File: src/rtl/dshot_rx_array.sv
// N-channel DShot receiver: per-channel synchroniser, high-time bit decoder, CRC check,
// throttle-to-speed mapping and failsafe timeout, driving a flattened speed bus.
module dshot_rx_array #(
    parameter int CHANNELS    = 8,
    parameter int SPEED_W     = 8,
    parameter int CLK_HZ      = 16000000,
    parameter int DSHOT_RATE  = 150000,
    parameter int TIMEOUT_CYC = 1600000
) (
    input  logic                         clk,
    input  logic                         rst,
    input  logic [CHANNELS-1:0]          dshot_in,
    output logic [CHANNELS*SPEED_W-1:0]  speed_flat,
    output logic [CHANNELS-1:0]          frame_valid,
    output logic [CHANNELS-1:0]          crc_err,
    output logic [CHANNELS-1:0]          chan_alive,
    output logic [CHANNELS-1:0]          telem_req,
    output logic                         any_active
);

    localparam int BIT_CYC  = CLK_HZ / DSHOT_RATE;
    localparam int THRESH   = BIT_CYC / 2;
    localparam int MIN_HIGH = BIT_CYC / 8;
    localparam int GAP_CYC  = 2 * BIT_CYC;
    localparam int HI_MAX   = 2 * BIT_CYC;
    localparam int LO_MAX   = GAP_CYC + 1;
    localparam int CW       = $clog2(LO_MAX + 1);
    localparam int TW       = $clog2(TIMEOUT_CYC + 1);
    localparam int SHIFT    = 11 - SPEED_W;

    localparam logic [CW-1:0] THRESH_C = CW'(THRESH);
    localparam logic [CW-1:0] MIN_C    = CW'(MIN_HIGH);
    localparam logic [CW-1:0] GAP_C    = CW'(GAP_CYC);
    localparam logic [CW-1:0] HI_MAX_C = CW'(HI_MAX);
    localparam logic [CW-1:0] LO_MAX_C = CW'(LO_MAX);
    localparam logic [TW-1:0] TO_C     = TW'(TIMEOUT_CYC);

    // Reset asserts asynchronously but releases on a clock edge.
    logic rst_meta, rst_sync;
    always_ff @(posedge clk or posedge rst) begin
        if (rst) begin
            rst_meta <= 1'b1;
            rst_sync <= 1'b1;
        end else begin
            rst_meta <= 1'b0;
            rst_sync <= rst_meta;
        end
    end

    genvar ch;
    generate
        for (ch = 0; ch < CHANNELS; ch++) begin : g_ch
            logic          sync_a, sync_b, sync_prev;
            logic [CW-1:0] hi_cnt, lo_cnt;
            logic [14:0]   shift;
            logic [4:0]    bit_cnt;
            logic          done;
            logic [15:0]   frame;
            logic [TW-1:0] to_cnt;
            logic [SPEED_W-1:0] speed;
            logic          alive, telem, fv, ce;

            logic          fall, bit_val, glitch, crc_ok, telem_bit;
            logic [11:0]   v;
            logic [10:0]   throttle;

            assign fall      = sync_prev & ~sync_b;
            assign bit_val   = (hi_cnt >= THRESH_C);
            assign glitch    = (hi_cnt < MIN_C);
            assign v         = frame[15:4];
            assign throttle  = v[11:1];
            assign telem_bit = v[0];
            assign crc_ok    = (frame[3:0] == 4'(v ^ (v >> 4) ^ (v >> 8)));

            // Front end: synchronise, measure high/low times, assemble bits into a frame.
            always_ff @(posedge clk or posedge rst_sync) begin
                if (rst_sync) begin
                    sync_a    <= 1'b0;
                    sync_b    <= 1'b0;
                    sync_prev <= 1'b0;
                    hi_cnt    <= '0;
                    lo_cnt    <= '0;
                    shift     <= '0;
                    bit_cnt   <= '0;
                    done      <= 1'b0;
                    frame     <= '0;
                end else begin
                    sync_a    <= dshot_in[ch];
                    sync_b    <= sync_a;
                    sync_prev <= sync_b;
                    hi_cnt    <= sync_b ? ((hi_cnt == HI_MAX_C) ? hi_cnt : hi_cnt + 1'b1) : '0;
                    lo_cnt    <= sync_b ? '0 : ((lo_cnt == LO_MAX_C) ? lo_cnt : lo_cnt + 1'b1);
                    done      <= 1'b0;
                    if (fall && !glitch) begin
                        if (bit_cnt == 5'd15) begin
                            frame   <= {shift, bit_val};
                            shift   <= '0;
                            bit_cnt <= '0;
                            done    <= 1'b1;
                        end else begin
                            shift   <= {shift[13:0], bit_val};
                            bit_cnt <= bit_cnt + 1'b1;
                        end
                    end else if (lo_cnt > GAP_C && bit_cnt != 5'd0) begin
                        shift   <= '0;
                        bit_cnt <= '0;
                    end
                end
            end

            // Back end: accepted frames beat a same-cycle failsafe expiry.
            always_ff @(posedge clk or posedge rst_sync) begin
                if (rst_sync) begin
                    to_cnt <= '0;
                    speed  <= '0;
                    alive  <= 1'b0;
                    telem  <= 1'b0;
                    fv     <= 1'b0;
                    ce     <= 1'b0;
                end else begin
                    fv <= 1'b0;
                    ce <= 1'b0;
                    if (done && crc_ok) begin
                        fv     <= 1'b1;
                        telem  <= telem_bit;
                        alive  <= 1'b1;
                        to_cnt <= '0;
                        if (throttle == 11'd0)
                            speed <= '0;
                        else if (throttle >= 11'd48)
                            speed <= SPEED_W'((throttle - 11'd48) >> SHIFT);
                    end else begin
                        if (done)
                            ce <= 1'b1;
                        if (to_cnt != TO_C) begin
                            to_cnt <= to_cnt + 1'b1;
                            if (to_cnt == TO_C - 1'b1) begin
                                speed <= '0;
                                alive <= 1'b0;
                                telem <= 1'b0;
                            end
                        end
                    end
                end
            end

            assign speed_flat[(CHANNELS-ch)*SPEED_W-1 -: SPEED_W] = speed;
            assign frame_valid[ch] = fv;
            assign crc_err[ch]     = ce;
            assign chan_alive[ch]  = alive;
            assign telem_req[ch]   = telem;
        end
    endgenerate

    assign any_active = |speed_flat;

endmodule

File: config.mk
export PLATFORM = sky130hd
export DESIGN_NAME = dshot_rx_array
export DESIGN_NICKNAME = d
export VERILOG_FILES = /design/src/rtl/dshot_rx_array.sv
export SDC_FILE = /design/constraint.sdc
export NUM_CORES = 2
export LEC_CHECK = 0
export ABC_CLOCK_PERIOD_IN_PS = 27500
export CAP_MARGIN = 20
export CORE_ASPECT_RATIO = 0.75
export CORE_UTILIZATION = 40
export DETAILED_ROUTE_END_ITERATION = 12
export GPL_ROUTABILITY_DRIVEN = 0
export PLACE_DENSITY = 0.66
export SLEW_MARGIN = 10
export SYNTH_ARGS = -nofsm -noshare
export SYNTH_HDL_FRONTEND = slang
export SYNTH_SLANG_ARGS = --single-unit
File: constraint.sdc
create_clock -name clk -period 27.5 [get_ports clk]
set_input_delay 5.5 -clock clk [delete_from_list [all_inputs] [get_ports clk]]
set_output_delay 5.5 -clock clk [all_outputs]
set_load 0.05 [all_outputs]
==> flow_summary.toml <==
[status]
outcome = "completed"

[global_routing]
overflow = 0
antenna_found_initial = 2
grt.total_usage = 0.165
grt_pass1_vias = 22100
grt_max_degree = 175
grt_pass1_wl_um = 118000

[critical_path]
crit_arrival_ns = 3.87
worstSetupPathType = "flip-flop to primary output"
path_buf_inv = 1
cp_data_required_time_ns = 22.00
crit_path_max_fanout = 3
cp-start-kind = "flip-flop"
cpPeakStageDelay_ns = 0.87
cp_top_family = "simple AND/OR/NAND/NOR gates"
cp-end-kind = "primary output"
crit_path_top_delay_cell = "nor4_2"
worstPathCellList = "nor4_2 > nand4_1 > or4_1 > clkdlybuf4s50_1"

[detailed_routing]
vias = 22800
dr.pass1.iters = 5
antenna_left = 0
routed_via_density = 5.16
first_iter_violations = 1430
wirelength_um = 70000
route.detailed.drc = 0
routedWlPerCell_um = 15.9

[synthesis]
synth-warning-count = 0
ys_top_cells_by_area = "dfrtp_1 (52%), xnor2_1 (5.4%), mux2_2 (4.4%)"
synth_edf_count = 0
ys.flop_type = "dfrtp_1"
syn_area_um2 = 34200
synthMuxAreaShare = 0.0512
synth-seq-area-share = 0.523
synth.most_common_cell = "dfrtp_1"
synthCells = 3125
yosys.area_share.simple = 0.168
ys_ff_latch = 714
yosysTopAreaCell = "dfrtp_1"
synth.distinct_cells = 76
syn_area_per_cell_um2 = 10.9
synth_top_family_by_area = "simple AND/OR/NAND/NOR gates"
synth_common_cells = "dfrtp_1 (712), nor2_1 (361), xnor2_1 (211)"
synth_compound_area_frac = 0.0890
post-synth-top-area-fraction = 0.521
synthArstFlopShare = 1.00
synth_fa_ha_area_frac = 0.0377
synth_nets = 3238
synth-xor-area-share = 0.0958

[timing]
fin_skew_ns = 0.0237
setup_tns_ns = 0
maxSlewViolCount = 0
finalCriticalPeriod_ns = 9.37
tightest_slew_ns = 1.23
rsz0062_at_grt = "false"
hold_viol = 0
fmax_mhz = 107
min_period_over_period = 0.341
maxSlewHeadroom = 0.175
setup_violations = 0

[clock_tree]
hold_buffers = 0
cts_tree = "built"
ctsRootBufferMaster = "clkbuf_16"
clkTransAtPathRegs_ns = 0.06
cts-htree-levels = 3
cts_buffers = 77
clkLatencyLatePin_ns = 0.63
clock_sinks = 714
cts-resized-gates = 0
clockBufferDepth = 3
cts_setup_buffers = 0

[die]
initial_core_util = 0.405
dieArea_um2 = 86700
io_pins = 107
num_rows = 92
dieWidth_um = 340
dieHeight_um = 255
core_area_um2 = 84400

[finish]
finalNetCount = 3342
drive_gt1_frac = 0.108
antennaDiodeCount = 0
fin_area_um2 = 38900
syn2layout_area_growth_pct = 13.9

[power]
power_density_nw_per_um2 = 55.7
p_leak_uw = 0.0176
ir_drop_v = 0.0000375

[place]
placed_area_um2 = 36300
port-buffer-count = 106
dp_hpwl_um = 47000

[worst_hold_path]
hp-class = "flip-flop to flip-flop"

[flow_run]
drv_cap = 0
-- logic make-up (layout without fill, tap and decap cells) --
kind of cell	count (synthesis)	count (layout)
AO/OA/AOI/OAI	419	419
other	1	1
multiplexers	158	158
buffers and inverters	268	429
XOR/XNOR	374	374
flip-flops	714	714
adder cells (fa/ha/maj)	103	103
AND/OR/NAND/NOR	1088	1088
-- metal layers --
layer,vias up,wire length (um),track usage
li1,11200,-,-
met4,0,1780,0.0524
met3,98,3170,0.0355
met5,-,0,0
met1,11200,36800,0.253
met2,284,28200,0.229
-- sequential cells by signal, indices dropped and copies added (netlist names) --
signal,count
g_ch.to_cnt,168
g_ch.frame,128
g_ch.shift,120
g_ch.hi_cnt,64
g_ch.lo_cnt,64
g_ch.speed,64
g_ch.bit_cnt,40
g_ch.alive,8
g_ch.ce,8
g_ch.done,8
g_ch.fv,8
g_ch.sync_a,8
g_ch.sync_b,8
g_ch.sync_prev,8
g_ch.telem,8
rst_meta,1
rst_sync,1
-- stage by stage --
stage	instances	hold WS [ns]	power (uW)	setup WS (ns)	utilization
detailed placement	4276	0.344	1140	18.66	0.430
floorplan	3125	0.331	1120	7.27	-
global placement	4272	0.336	1130	18.69	0.430
finish	4414	0.355	2170	18.13	0.461
CTS	4412	0.358	2210	17.91	0.461
global route	4414	0.360	2260	17.99	0.461
-- worst register-to-register path, cell delays in order, from the launching register on --
cell and delay [ns]:
dfrtp_1 0.46, or4_1 0.64, o41ai_4 0.81, o21ai_0 0.36, o22ai_1 0.41
-- layout by cell type (no fill, tap or decap), types with 47 or more instances in the layout --
master           Yosys  final
a21oi_1             54     54
a22o_1             132    132
clkbuf_16            0     77
clkdlybuf4s50_1      0    106
dfrtp_1            712    712
ha_1               103    103
inv_1              153    152
mux2_2             134    134
nand2_1            101    101
nand3_1            160    160
nand4_1             75     75
nor2_1             361    361
nor3_1              56     56
nor4_1              49     47
o21ai_0             91     91
xnor2_1            211    211
xor2_1             163    163
-- final timing paths --
kind,cells after the start,startpoint,end,slack [ns]
setup / recovery,4,g_ch[0].speed[6],any_active,18.13
hold / removal,0,g_ch[7].sync_a,g_ch[7].sync_b,0.35
setup reg to reg,4,g_ch[1].frame[11],g_ch[1].speed[7],24.69
hold reg to reg,0,g_ch[7].sync_a,g_ch[7].sync_b,0.35
max in group asynchronous,2,rst,rst_sync,22.27
min in group asynchronous,1,rst_sync,g_ch[4].hi_cnt[4],0.36
-- layout make-up --
class | instances | area, um2
Sequential cell | 714 | 17900
Multi-Input combinational cell | 2143 | 15100
Inverter | 157 | 597
Fill cell | 7690 | 45400
Timing Repair Buffer | 136 | 1320
Tap cell | 1128 | 1410
Clock buffer | 108 | 2260
Clock inverter | 28 | 333
-- report_power, final --
part | internal, uW | switching [uW] | total (uW)
Sequential | 1060 | 10.6 | 1070
Combinational | 12.7 | 32.2 | 44.9
Clock | 616 | 438 | 1050
Total | 1690 | 481 | 2170
No activity file was read; power rests on OpenSTA's default activity.
